$ cat src/rtl/mem_stage.sv
// Memory pipeline stage: performs byte/word loads and stores over an 8-bit req/ack bus,
// stalling the pipeline while the bus is busy, then registers results for write-back.
module mem_stage (
    input  logic        clk,
    input  logic        rst_n,
    input  logic        en,
    input  logic [32:0] control_signals_in,
    input  logic [15:0] pc_in,
    input  logic [15:0] imm_in,
    input  logic [15:0] addr_in,
    input  logic [15:0] wdata_in,
    input  logic        mem_read_b,
    input  logic        mem_read_w,
    input  logic        mem_write_b,
    input  logic        mem_write_w,
    output logic        bus_req,
    output logic        bus_we,
    output logic [15:0] bus_addr,
    output logic [7:0]  bus_wdata,
    input  logic [7:0]  bus_rdata,
    input  logic        bus_ack,
    output logic        stall,
    output logic [15:0] rdata_out,
    output logic [32:0] control_signals_out,
    output logic [15:0] pc_out,
    output logic [15:0] imm_out
);

    typedef enum logic [1:0] {IDLE, LO, HI, DONE} state_t;

    state_t      state_q, state_d;
    logic        bus_req_q, bus_req_d;
    logic        bus_we_q, bus_we_d;
    logic [15:0] bus_addr_q, bus_addr_d;
    logic [7:0]  bus_wdata_q, bus_wdata_d;
    logic [7:0]  lo_byte_q, lo_byte_d;
    logic [7:0]  hi_byte_q, hi_byte_d;
    logic [15:0] rdata_q, rdata_d;
    logic [32:0] ctrl_q, ctrl_d;
    logic [15:0] pc_q, pc_d;
    logic [15:0] imm_q, imm_d;

    logic is_read, is_write, is_word, mem_op, acked, load;

    // Reads take priority over writes; within each class the word form wins.
    always_comb begin
        is_read  = mem_read_w | mem_read_b;
        is_write = ~is_read & (mem_write_w | mem_write_b);
        is_word  = mem_read_w | (~mem_read_b & mem_write_w);
        mem_op   = is_read | is_write;
        acked    = bus_req_q & bus_ack;
        stall    = ((state_q == IDLE) & en & mem_op) | (state_q == LO) | (state_q == HI);
        load     = en & ~stall;
    end

    always_comb begin
        state_d     = state_q;
        bus_req_d   = bus_req_q;
        bus_we_d    = bus_we_q;
        bus_addr_d  = bus_addr_q;
        bus_wdata_d = bus_wdata_q;
        lo_byte_d   = lo_byte_q;
        hi_byte_d   = hi_byte_q;
        rdata_d     = rdata_q;
        ctrl_d      = ctrl_q;
        pc_d        = pc_q;
        imm_d       = imm_q;

        case (state_q)
            IDLE: begin
                if (en && mem_op) begin
                    state_d     = LO;
                    bus_req_d   = 1'b1;
                    bus_we_d    = is_write;
                    bus_addr_d  = addr_in;
                    bus_wdata_d = wdata_in[7:0];
                end
            end
            LO: begin
                if (acked) begin
                    if (is_read) lo_byte_d = bus_rdata;
                    if (is_word) begin
                        state_d     = HI;
                        bus_addr_d  = addr_in + 16'd1;
                        bus_wdata_d = wdata_in[15:8];
                    end else begin
                        state_d   = DONE;
                        bus_req_d = 1'b0;
                    end
                end
            end
            HI: begin
                if (acked) begin
                    if (is_read) hi_byte_d = bus_rdata;
                    state_d   = DONE;
                    bus_req_d = 1'b0;
                end
            end
            DONE: begin
                if (en) state_d = IDLE;
            end
            default: state_d = IDLE;
        endcase

        // Byte loads zero-extend; stores and non-memory ops leave the load result alone.
        if (load) begin
            ctrl_d = control_signals_in;
            pc_d   = pc_in;
            imm_d  = imm_in;
            if (mem_read_w)      rdata_d = {hi_byte_q, lo_byte_q};
            else if (mem_read_b) rdata_d = {8'h00, lo_byte_q};
        end
    end

    always_ff @(posedge clk) begin
        if (!rst_n) begin
            state_q     <= IDLE;
            bus_req_q   <= 1'b0;
            bus_we_q    <= 1'b0;
            bus_addr_q  <= 16'h0000;
            bus_wdata_q <= 8'h00;
            lo_byte_q   <= 8'h00;
            hi_byte_q   <= 8'h00;
            rdata_q     <= 16'h0000;
            ctrl_q      <= 33'h0;
            pc_q        <= 16'h0000;
            imm_q       <= 16'h0000;
        end else begin
            state_q     <= state_d;
            bus_req_q   <= bus_req_d;
            bus_we_q    <= bus_we_d;
            bus_addr_q  <= bus_addr_d;
            bus_wdata_q <= bus_wdata_d;
            lo_byte_q   <= lo_byte_d;
            hi_byte_q   <= hi_byte_d;
            rdata_q     <= rdata_d;
            ctrl_q      <= ctrl_d;
            pc_q        <= pc_d;
            imm_q       <= imm_d;
        end
    end

    assign bus_req             = bus_req_q;
    assign bus_we              = bus_we_q;
    assign bus_addr            = bus_addr_q;
    assign bus_wdata           = bus_wdata_q;
    assign rdata_out           = rdata_q;
    assign control_signals_out = ctrl_q;
    assign pc_out              = pc_q;
    assign imm_out             = imm_q;

endmodule

$ cat config.mk
export PLATFORM = sky130hd
export DESIGN_NAME = mem_stage
export DESIGN_NICKNAME = d
export VERILOG_FILES = /design/src/rtl/mem_stage.sv
export SDC_FILE = /design/constraint.sdc
export NUM_CORES = 1
export LEC_CHECK = 0
export ABC_AREA = 1
export CORE_ASPECT_RATIO = 1.4
export CORE_MARGIN = 5
export CORE_UTILIZATION = 46
export DETAILED_ROUTE_END_ITERATION = 8
export GPL_TIMING_DRIVEN = 0
export PLACE_DENSITY_LB_ADDON = 0.05
export SLEW_MARGIN = 10
export SYNTH_ARGS = -nofsm -noshare
export SYNTH_HDL_FRONTEND = slang
export SYNTH_SLANG_ARGS = --single-unit
$ cat constraint.sdc
create_clock -name clk -period 4 [get_ports clk]
set_clock_uncertainty 0.05 [all_clocks]
set_input_delay 0.8 -clock clk [delete_from_list [all_inputs] [get_ports clk]]
set_output_delay 0.8 -clock clk [all_outputs]
set_load 0.02 [all_outputs]
==> results of run 1 <==
## logic make-up after synthesis
logic type                 Yosys count
and+or+nand+nor                    235
adders and majority gates            5
xor gates and xnor gates             5
DFF                                125
buffers and inverters              140
AOI/OAI and AO/OA                  198
## layout make-up
type / count / area (sq um) / share of cell area
plain buffers: 34 / 229 / 0.0278
clock buffers: 18 / 439 / 0.0534
clock inverters: 14 / 183 / 0.0222
inverters: 106 / 398 / 0.0484
multi-input cells: 443 / 2090 / 0.254
flip-flops and latches: 125 / 2500 / 0.304
well taps: 144 / 180 / 0.0219
repair buffers: 220 / 2200 / 0.268
## where the power goes
| part | internal, uW | leakage (uW) | switching (uW) | total [uW] |
|---|---|---|---|---|
| sequential | 1590 | 0.00103 | 179 | 1770 |
| clock | 1010 | 0.000300 | 587 | 1600 |
| combinational | 1120 | 0.00197 | 1480 | 2590 |
| total | 3720 | 0.00330 | 2240 | 5960 |
## sequential cells by signal (all words and copies together), names as in the netlist
| signal | count |
|---|---|
| bus_addr | 16 |
| bus_req | 1 |
| bus_wdata | 8 |
| bus_we | 1 |
| control_signals_out | 33 |
| hi_byte_q | 8 |
| imm_out | 16 |
| lo_byte_q | 8 |
| pc_out | 16 |
| rdata_out | 16 |
| state_q | 2 |
## path summary, 6_finish.rpt
| path | end |
|---|---|
| min reg2reg | control_signals_out[28] |
| min | control_signals_out[28] |
| max | stall |
| max reg2reg | control_signals_out[12] |
## critical path: cells and delay by family
kind / cells / cell delay, ns
AND/OR/NAND/NOR: 3 / 0.25
buffers and inverters: 3 / 1.26
## metrics by stage
| step | setup slack (ns) | power (uW) |
|---|---|---|
| 2_1_floorplan | 1.91 | 3290 |
| 3_3_place_gp | 0.843 | 4330 |
| 3_5_place_dp | 0.843 | 4400 |
| 4_1_cts | 0.830 | 6020 |
| 5_1_grt | 0.732 | 6320 |
| 6_report | 0.831 | 5960 |
## cell usage after synthesis
| library cell | count |
|---|---|
| xor2_1 | 3 |
| nand2_1 | 149 |
| inv_1 | 103 |
| dfxtp_1 | 125 |
| clkinv_1 | 2 |
| ha_1 | 5 |
| clkbuf_1 | 15 |
| o21bai_1 | 1 |
| a21o_1 | 1 |
| a211oi_1 | 1 |
| nand2_2 | 1 |
| nand4_1 | 6 |
| nand4_2 | 1 |
| o21ai_1 | 25 |
| xnor2_1 | 2 |
| buf_6 | 9 |
| nand3_1 | 17 |
| nor2_8 | 1 |
| buf_12 | 1 |
| buf_2 | 5 |
| buf_1 | 1 |
| a21oi_1 | 110 |
| nand3_4 | 1 |
| nor2_1 | 54 |
| buf_4 | 3 |
| nand3_2 | 2 |
| o21ai_0 | 59 |
| a21boi_0 | 1 |
| inv_2 | 1 |
| nor2_2 | 2 |
| nor2_4 | 1 |
## routing by layer
layer / vias up / routed length (um)
met3: 31 / 1170
li1: 2730 / -
met4: 0 / 407
met5: - / 0
met2: 190 / 8470
met1: 2427 / 6260
==> results.py, run 1 <==
metrics = {
    "outcome": {
        "status": "finished, final reports clean",
    },
    "layout": {
        "final_core_util": 0.733,
        "layout.nets": 1065,
        "fin_area_sq_mm": 0.00823,
        "n_antenna_cell": 0,
        "fillers": 936,
        "stdcell_count": 1104,
        "drive_gt1_frac": 0.0625,
        "final_common_cell": "clkdlybuf4s50_1",
        "final_cell_mix": "clkdlybuf4s50_1, nand2_1, dfxtp_1",
        "area_growth_pct": 57.5,
    },
    "synth": {
        "synth-simple-area-share": 0.189,
        "synth.net_count": 826,
        "yosysSeqAreaShare": 0.479,
        "syn-cell-area_sq_mm": 0.00522,
        "yosysTopAreaCell": "dfxtp_1",
        "synth_top_family_by_area": "compound AO/OA/AOI/OAI gates",
        "synthCells": 708,
        "yosysWarnings": 0,
        "ys_seq_elements": 125,
        "yosysTopAreaCellShare": 0.479,
        "synth_mux_area_frac": 0,
        "synth_fa_ha_area_frac": 0.0120,
        "syn_avg_cell_area_sq_um": 7.37,
        "synth_compound_area_frac": 0.192,
        "yosysUniqueCellTypes": 31,
        "synth_xor_area_frac": 0.00839,
        "synthTopCellsByArea": "dfxtp_1, nand2_1, a21oi_1",
    },
    "clock_network": {
        "ctsResizeCount": 0,
        "postCtsSetupRepairBufs": 0,
        "h-tree-depth": 4,
        "cts_tree": "yes",
        "postCtsHoldBufs": 0,
        "numCtsBuffers": 17,
        "cts_sinks": 125,
        "clk_latency_ns": 0.41,
        "path_clk_slew_ns": 0.05,
        "clk_path_buf_depth": 2,
        "cts_root_buf": "clkbuf_16",
    },
    "place": {
        "io_buffer_count": 220,
        "post-place-cells": 1072,
        "post-dp-hpwl_mm": 12.6,
        "dpl-instance-area_sq_mm": 0.00760,
        "gp_congestion": 0.875,
    },
    "global_routing": {
        "busiest_layer": "met2",
        "use_met2": 0.437,
        "grt_pass1_vias": 5340,
        "grt_use_total": 0.237,
        "grt_overflow": 0,
        "grt_pass1_wl_mm": 25.7,
        "grt_max_degree": 17,
        "grt_util_met1": 0.251,
        "met3_usage": 0.0729,
        "antenna_found_initial": 0,
    },
    "floorplan": {
        "die_h_um": 136,
        "fp.dieArea_sq_mm": 0.0136,
        "core.rowCount": 46,
        "coreArea_sq_mm": 0.0112,
        "io_pins": 221,
        "die_width_um": 100,
        "initial_utilization": 0.465,
    },
    "timing": {
        "drv_slew": 0,
        "hold_viol": 0,
        "finalSetupViolations": 0,
        "max_freq_mhz": 316,
        "worstMarginPinSlew_ns": 0.563,
        "max_slew_margin": 0.625,
        "period_share": 0.792,
        "tns_ns": 0,
        "whs_ns": 0.392,
        "fin_crit_ns": 3.17,
        "rsz0062_at_grt": "false",
    },
    "worst_setup_path": {
        "critical_path_arrival_ns": 2.32,
        "crit_chain": "clkdlybuf4s50_1, nand2_1, clkinv_1, nand2_2, nand2_1, clkdlybuf4s50_1",
        "r2r_cells": 10,
        "rr_startpoint": "state_q[0]",
        "worst-path-max-fanout": 5,
        "slowest_stage": "clkdlybuf4s50_1",
        "r2r_slack_ns": 2.03,
        "timing_worst_setup_path_type": "primary input to output pin",
        "cp-end-kind": "output pin",
        "required_ns": 3.15,
        "worst_path_largest_cell_delay_ns": 0.60,
        "crit_path_start_kind": "primary input",
        "startpoint": "en",
    },
    "drt": {
        "drc_errors": 0,
        "drt-total-wl_mm": 16.3,
        "drtIter0Drc": 190,
        "vias": 5378,
        "first_pass_iters": 5,
        "ant_nets": 0,
        "post_drt_wl_per_cell_um": 14.8,
        "vias_per_cell": 4.87,
    },
    "min_path": {
        "hold_start": "control_signals_out[28]",
        "hold_depth": 2,
        "hold_class": "flop to flop",
    },
    "power": {
        "p_per_area_mw_per_mm2": 725,
        "leakage_uw": 0.00330,
        "ir_drop_uv": 465,
    },
    "run": {
        "cap_violations": 0,
    },
}
Power figures use the tool's default switching activity.
==> inputs of run 2 (changes only) <==
--- a/config.mk
+++ b/config.mk
@@ -8,7 +8,7 @@
 export ABC_AREA = 1
 export CORE_ASPECT_RATIO = 1.4
 export CORE_MARGIN = 5
-export CORE_UTILIZATION = 46
+export CORE_UTILIZATION = 39
 export DETAILED_ROUTE_END_ITERATION = 8
 export GPL_TIMING_DRIVEN = 0
 export PLACE_DENSITY_LB_ADDON = 0.05
==> constraint.sdc (replaced) <==
create_clock -name clk -period 2.6 [get_ports clk]
set_clock_uncertainty 0.05 [all_clocks]
set_input_delay 0.52 -clock clk [delete_from_list [all_inputs] [get_ports clk]]
set_output_delay 0.52 -clock clk [all_outputs]
set_load 0.02 [all_outputs]
==> run 2 against run 1 <==
Against the previous run: die area up 16%; worst setup slack worse by 0.70 ns; cell count up 3.4%; hold slack worse by 0.0025 ns; clock power up 52%; sequential share of layout area down 0.12 points; wire length down 0.58%; largest cell class unchanged.
==> results.py, run 2 (synthesized netlist as in run 1, its figures left out) <==
metrics = {
    "outcome": {
        "status": "finished, final reports clean",
    },
    "clock_network": {
        "path_clk_slew_ns": 0.06,
        "cts_root_buf": "clkbuf_16",
        "cts_sinks": 125,
        "numCtsBuffers": 17,
        "cts_tree": "yes",
        "clk_latency_ns": 0.42,
        "clk_path_buf_depth": 2,
        "h-tree-depth": 4,
    },
    "drt": {
        "vias": 5272,
        "drt-total-wl_mm": 16.2,
        "first_pass_iters": 6,
        "drc_errors": 0,
        "vias_per_cell": 4.62,
        "ant_nets": 0,
        "drtIter0Drc": 166,
        "post_drt_wl_per_cell_um": 14.2,
    },
    "timing": {
        "max_freq_mhz": 405,
        "rsz0062_at_grt": "false",
        "drv_slew": 0,
        "fin_crit_ns": 2.47,
        "hold_viol": 0,
        "period_share": 0.950,
        "finalSetupViolations": 0,
        "max_slew_margin": 0.607,
        "worstMarginPinSlew_ns": 0.589,
    },
    "floorplan": {
        "core.rowCount": 50,
        "io_pins": 221,
        "initial_utilization": 0.394,
        "fp.dieArea_sq_mm": 0.0158,
        "die_h_um": 147,
        "coreArea_sq_mm": 0.0133,
        "die_width_um": 108,
    },
    "place": {
        "post-dp-hpwl_mm": 12.7,
        "gp_congestion": 0.818,
        "io_buffer_count": 220,
    },
    "global_routing": {
        "grt_pass1_vias": 5313,
        "grt_pass1_wl_mm": 25.8,
        "grt_max_degree": 17,
        "grt_use_total": 0.205,
        "antenna_found_initial": 0,
        "grt_overflow": 0,
    },
    "worst_setup_path": {
        "cp_num_buf_inv": 3,
        "critical_path_arrival_ns": 1.90,
        "slowest_stage": "dfxtp_1",
        "cpMostUsedCell": "nand2_1",
        "worst_path_largest_cell_delay_ns": 0.42,
        "r2r_cells": 9,
        "cp_top_family": "buffers and inverters",
        "rr_startpoint": "state_q[0]",
        "regToRegEndpoint": "imm_out[7]",
        "crit_cells": 7,
        "worst-path-max-fanout": 5,
        "cp-end-kind": "output pin",
        "timing_worst_setup_path_type": "flop to output pin",
        "crit_path_start_kind": "flop",
        "crit_chain": "inv_1, ha_1, nand2_1, clkinv_1, nand2_2, nand2_1, dlygate4sd2_1",
        "required_ns": 2.03,
        "r2r_slack_ns": 0.59,
    },
    "min_path": {
        "hold_class": "flop to flop",
        "min_to": "control_signals_out[5]",
        "hold_start": "control_signals_out[5]",
        "hold_depth": 2,
    },
    "power": {
        "p_per_area_mw_per_mm2": 1100,
        "leakage_uw": 0.00330,
        "ir_drop_uv": 752,
        "finalPower_uw": 9120,
    },
    "layout": {
        "fillers": 1250,
        "drive_gt1_frac": 0.0615,
        "area_growth_pct": 58.2,
        "n_antenna_cell": 0,
        "final_cell_mix": "clkdlybuf4s50_1, nand2_1, dfxtp_1",
        "final_core_util": 0.623,
        "largest_reg_flops": 33,
        "layout.nets": 1065,
        "final_common_cell": "clkdlybuf4s50_1",
    },
    "run": {
        "cap_violations": 0,
    },
}
run 2: changes by cell type in the layout (fill, tap and decap cells not counted):
cell,change
clkbuf_1,+1
clkdlybuf4s50_1,-1
clkinv_2,+2
clkinv_4,+1
dlygate4sd2_1,+1
inv_6,-4
run 2: how the worst max path moves through the flow:
stage | from | to | slack [ns]
finish | state_q[0] | stall | 0.13
global route | state_q[0] | stall | 0.008
CTS | state_q[0] | stall | 0.13
detailed placement | en | stall | 0.007
global placement | en | stall | -0.002
floorplan | state_q[0] | control_signals_out[10] | 0.93
run 2: worst register-to-register path, delay by kind of cell (launching register included):
family                     cells  cell delay [ns]
buffers and inverters          3             0.48
DFF                            1             0.42
and+or+nand+nor                3             0.38
AOI/OAI and AO/OA              2             0.30
adders and majority gates      1             0.26
run 2: final cells by class:
cell class | count | area (sq um) | area share
inverter | 106 | 398 | 0.0482
timing repair buffer | 220 | 2200 | 0.266
buffer | 34 | 229 | 0.0277
multi-input combinational | 443 | 2090 | 0.253
clock inverter | 13 | 166 | 0.0201
tap | 182 | 228 | 0.0276
clock buffer | 19 | 443 | 0.0536
sequential | 125 | 2500 | 0.303
run 2: where the power goes:
part | internal, uW | switching [uW]
combinational | 1710 | 2260
clock | 1540 | 889
sequential | 2450 | 269
run 2: routing by layer:
layer | wire, um | share of wire | vias to the layer above | GRT usage
li1 | - | - | 2730 | -
met1 | 6480 | 0.40 | 2334 | 0.222
met2 | 8210 | 0.51 | 176 | 0.366
met3 | 1030 | 0.063 | 32 | 0.0558
met4 | 500 | 0.031 | 0 | 0.0910
met5 | 0 | 0 | - | 0
run 2: what timing repair did:
item / in CTS / in global routing
hold buffers: 0 / 0
resized for setup: 1 / 0
setup buffers: 0 / 0
setup endpoints to repair: 1 / 0
run 2: through the flow:
step | area (sq um) | hold WS (ns) | worst slack [ns] | instances | TNS, ns
after global routing | 8260 | 0.411 | 0.00800 | 1142 | 0
after floorplan | 5220 | 0.389 | 0.932 | 708 | 0
after global placement | 7650 | 0.381 | -0.00185 | 1110 | -0.00185
after detailed placement | 7650 | 0.385 | 0.00712 | 1110 | 0
final | 8260 | 0.390 | 0.130 | 1142 | 0
after CTS | 8260 | 0.394 | 0.129 | 1142 | 0
==> inputs of run 3 (changes only) <==
--- a/config.mk
+++ b/config.mk
@@ -10,7 +10,7 @@
 export CORE_MARGIN = 5
 export CORE_UTILIZATION = 39
 export DETAILED_ROUTE_END_ITERATION = 8
-export GPL_TIMING_DRIVEN = 0
+export GPL_TIMING_DRIVEN = 1
 export PLACE_DENSITY_LB_ADDON = 0.05
 export SLEW_MARGIN = 10
 export SYNTH_ARGS = -nofsm -noshare
==> run 3 against run 2 <==
Against the previous run: wire length shrank 5.8%; cell count down 2.1%; cell area fell by 1.8%; sequential share of layout area up 0.57 points; core utilization down 1.1 points; global-route usage fell by 1.3 points; total power decreased by 3.2%; sequential power about the same; fmax up 2.8%; first-iteration DRC count rose by 14%; combinational power is 5.5% lower; worst setup slack better by 0.066 ns; largest power group unchanged.
==> results.py, run 3 (synthesized netlist as in run 1, its figures left out) <==
metrics = {
    "outcome": {
        "status": "finished, final reports clean",
    },
    "layout": {
        "fillers": 1250,
        "final_cell_mix": "clkdlybuf4s50_1, nand2_1, dfxtp_1",
        "largest_reg_flops": 33,
        "drive_gt1_frac": 0.0545,
        "final_common_cell": "clkdlybuf4s50_1",
        "area_growth_pct": 55.3,
        "seq_area_sq_mm": 0.00250,
        "multiInputGateArea_sq_mm": 0.00210,
        "n_antenna_cell": 0,
        "layout.nets": 1042,
        "stdcell_count": 1118,
    },
    "global_routing": {
        "grt_use_total": 0.192,
        "grt_pass1_vias": 4968,
        "antenna_found_initial": 0,
        "grt_overflow": 0,
        "grt_max_degree": 132,
        "grt_pass1_wl_mm": 24.3,
    },
    "drt": {
        "post_drt_wl_per_cell_um": 13.7,
        "vias": 5139,
        "drt-total-wl_mm": 15.3,
        "ant_nets": 0,
        "vias_per_cell": 4.60,
        "drc_errors": 0,
        "first_pass_iters": 4,
        "drtIter0Drc": 189,
    },
    "floorplan": {
        "initial_utilization": 0.394,
        "core.rowCount": 50,
        "die_h_um": 147,
        "die_width_um": 108,
        "coreArea_sq_mm": 0.0133,
        "io_pins": 221,
        "fp.dieArea_sq_mm": 0.0158,
    },
    "timing": {
        "tns_ns": 0,
        "max_freq_mhz": 416,
        "max_slew_margin": 0.614,
        "worstMarginPinSlew_ns": 0.578,
        "period_share": 0.925,
        "finalSetupViolations": 0,
        "hold_viol": 0,
        "fin_crit_ns": 2.40,
        "rsz0062_at_grt": "false",
        "drv_slew": 0,
    },
    "clock_network": {
        "cts_sinks": 125,
        "clk_path_buf_depth": 2,
        "numCtsBuffers": 17,
        "cts_tree": "yes",
        "cts_root_buf": "clkbuf_16",
        "h-tree-depth": 4,
        "postCtsSetupRepairBufs": 0,
        "ctsResizeCount": 1,
        "clk_latency_ns": 0.40,
        "postCtsHoldBufs": 0,
        "path_clk_slew_ns": 0.06,
    },
    "min_path": {
        "hold_class": "flop to flop",
    },
    "power": {
        "power_frac_comb": 0.425,
        "pwr-share-clk": 0.267,
        "p_per_area_mw_per_mm2": 1090,
        "leakage_uw": 0.00323,
        "ir_drop_uv": 583,
        "p_switching_uw": 3270,
        "power.share.switching": 0.371,
        "power_frac_seq": 0.307,
        "p_int_uw": 5560,
    },
    "worst_setup_path": {
        "crit_chain": "inv_1, ha_1, nand2_1, clkinv_1, nand2_2, nand2_1, dlygate4sd2_1",
        "crit_path_start_kind": "flop",
        "worst_path_largest_cell_delay_ns": 0.42,
        "cpMostUsedCell": "nand2_1",
        "slowest_stage": "dfxtp_1",
        "required_ns": 2.03,
        "cp-end-kind": "output pin",
        "timing_worst_setup_path_type": "flop to output pin",
        "worst-path-max-fanout": 5,
        "critical_path_arrival_ns": 1.83,
    },
    "place": {
        "post-place-cells": 1087,
        "post-dp-hpwl_mm": 11.6,
        "io_buffer_count": 220,
        "gp_congestion": 0.814,
    },
    "run": {
        "cap_violations": 0,
    },
}
==> run 3: cell types whose count changed in the layout (fill, tap and decap cells not counted), sizes merged <==
cell / previous run / this run
buf: 19 / 12
clkbuf: 34 / 20
clkinv: 9 / 7
clkdlybuf4s50: 219 / 218
==> run 3: cell type report <==
cell class / instances / area share
flip-flops and latches: 125 / 0.309
multi-input cells: 443 / 0.259
clock inverters: 11 / 0.0176
well taps: 182 / 0.0281
clock buffers: 20 / 0.0551
inverters: 106 / 0.0491
repair buffers: 231 / 0.283
==> run 3: worst paths after layout <==
kind | slack [ns] | end | start | depth (start not counted)
max reg2reg | 0.56 | pc_out[6] | state_q[0] | 10
min reg2reg | 0.39 | control_signals_out[18] | control_signals_out[18] | 2
min | 0.39 | control_signals_out[18] | control_signals_out[18] | 2
max | 0.20 | stall | state_q[0] | 7
==> run 3: power groups by stage <==
stage	sequential [uW]	clock (uW)	combinational (uW)
floorplan	3330	0	1730
global placement	2740	0	3740
detailed placement	2760	0	3790
CTS	2720	2420	3790
global route	2780	2520	4130
finish	2710	2360	3750
==> run 3: routing by layer <==
metal / global-route usage / up-vias / share of wire
li1: - / 2677 / -
met4: 0.0689 / 0 / 0.023
met5: 0 / - / 0
met1: 0.215 / 2274 / 0.41
met2: 0.328 / 163 / 0.50
met3: 0.0716 / 25 / 0.068
==> run 3: metrics by stage <==
step	setup slack, ns	power, uW	instance area [sq um]	hold WS [ns]	util
6_report	0.196	8830	8110	0.390	0.611
5_1_grt	0.0722	9440	8110	0.403	0.611
4_1_cts	0.183	8930	8110	0.394	0.611
3_5_place_dp	0.0875	6550	7520	0.385	0.567
3_3_place_gp	0.155	6480	7520	0.382	0.567
2_1_floorplan	0.932	5060	5220	0.389	-
==> run 3: worst max-delay path, delay by kind of cell, from the launching register on <==
family | cells | cell delay (ns)
flip-flops | 1 | 0.42
buffers and inverters | 3 | 0.52
AND/OR/NAND/NOR | 3 | 0.21
adder cells (fa/ha/maj) | 1 | 0.27
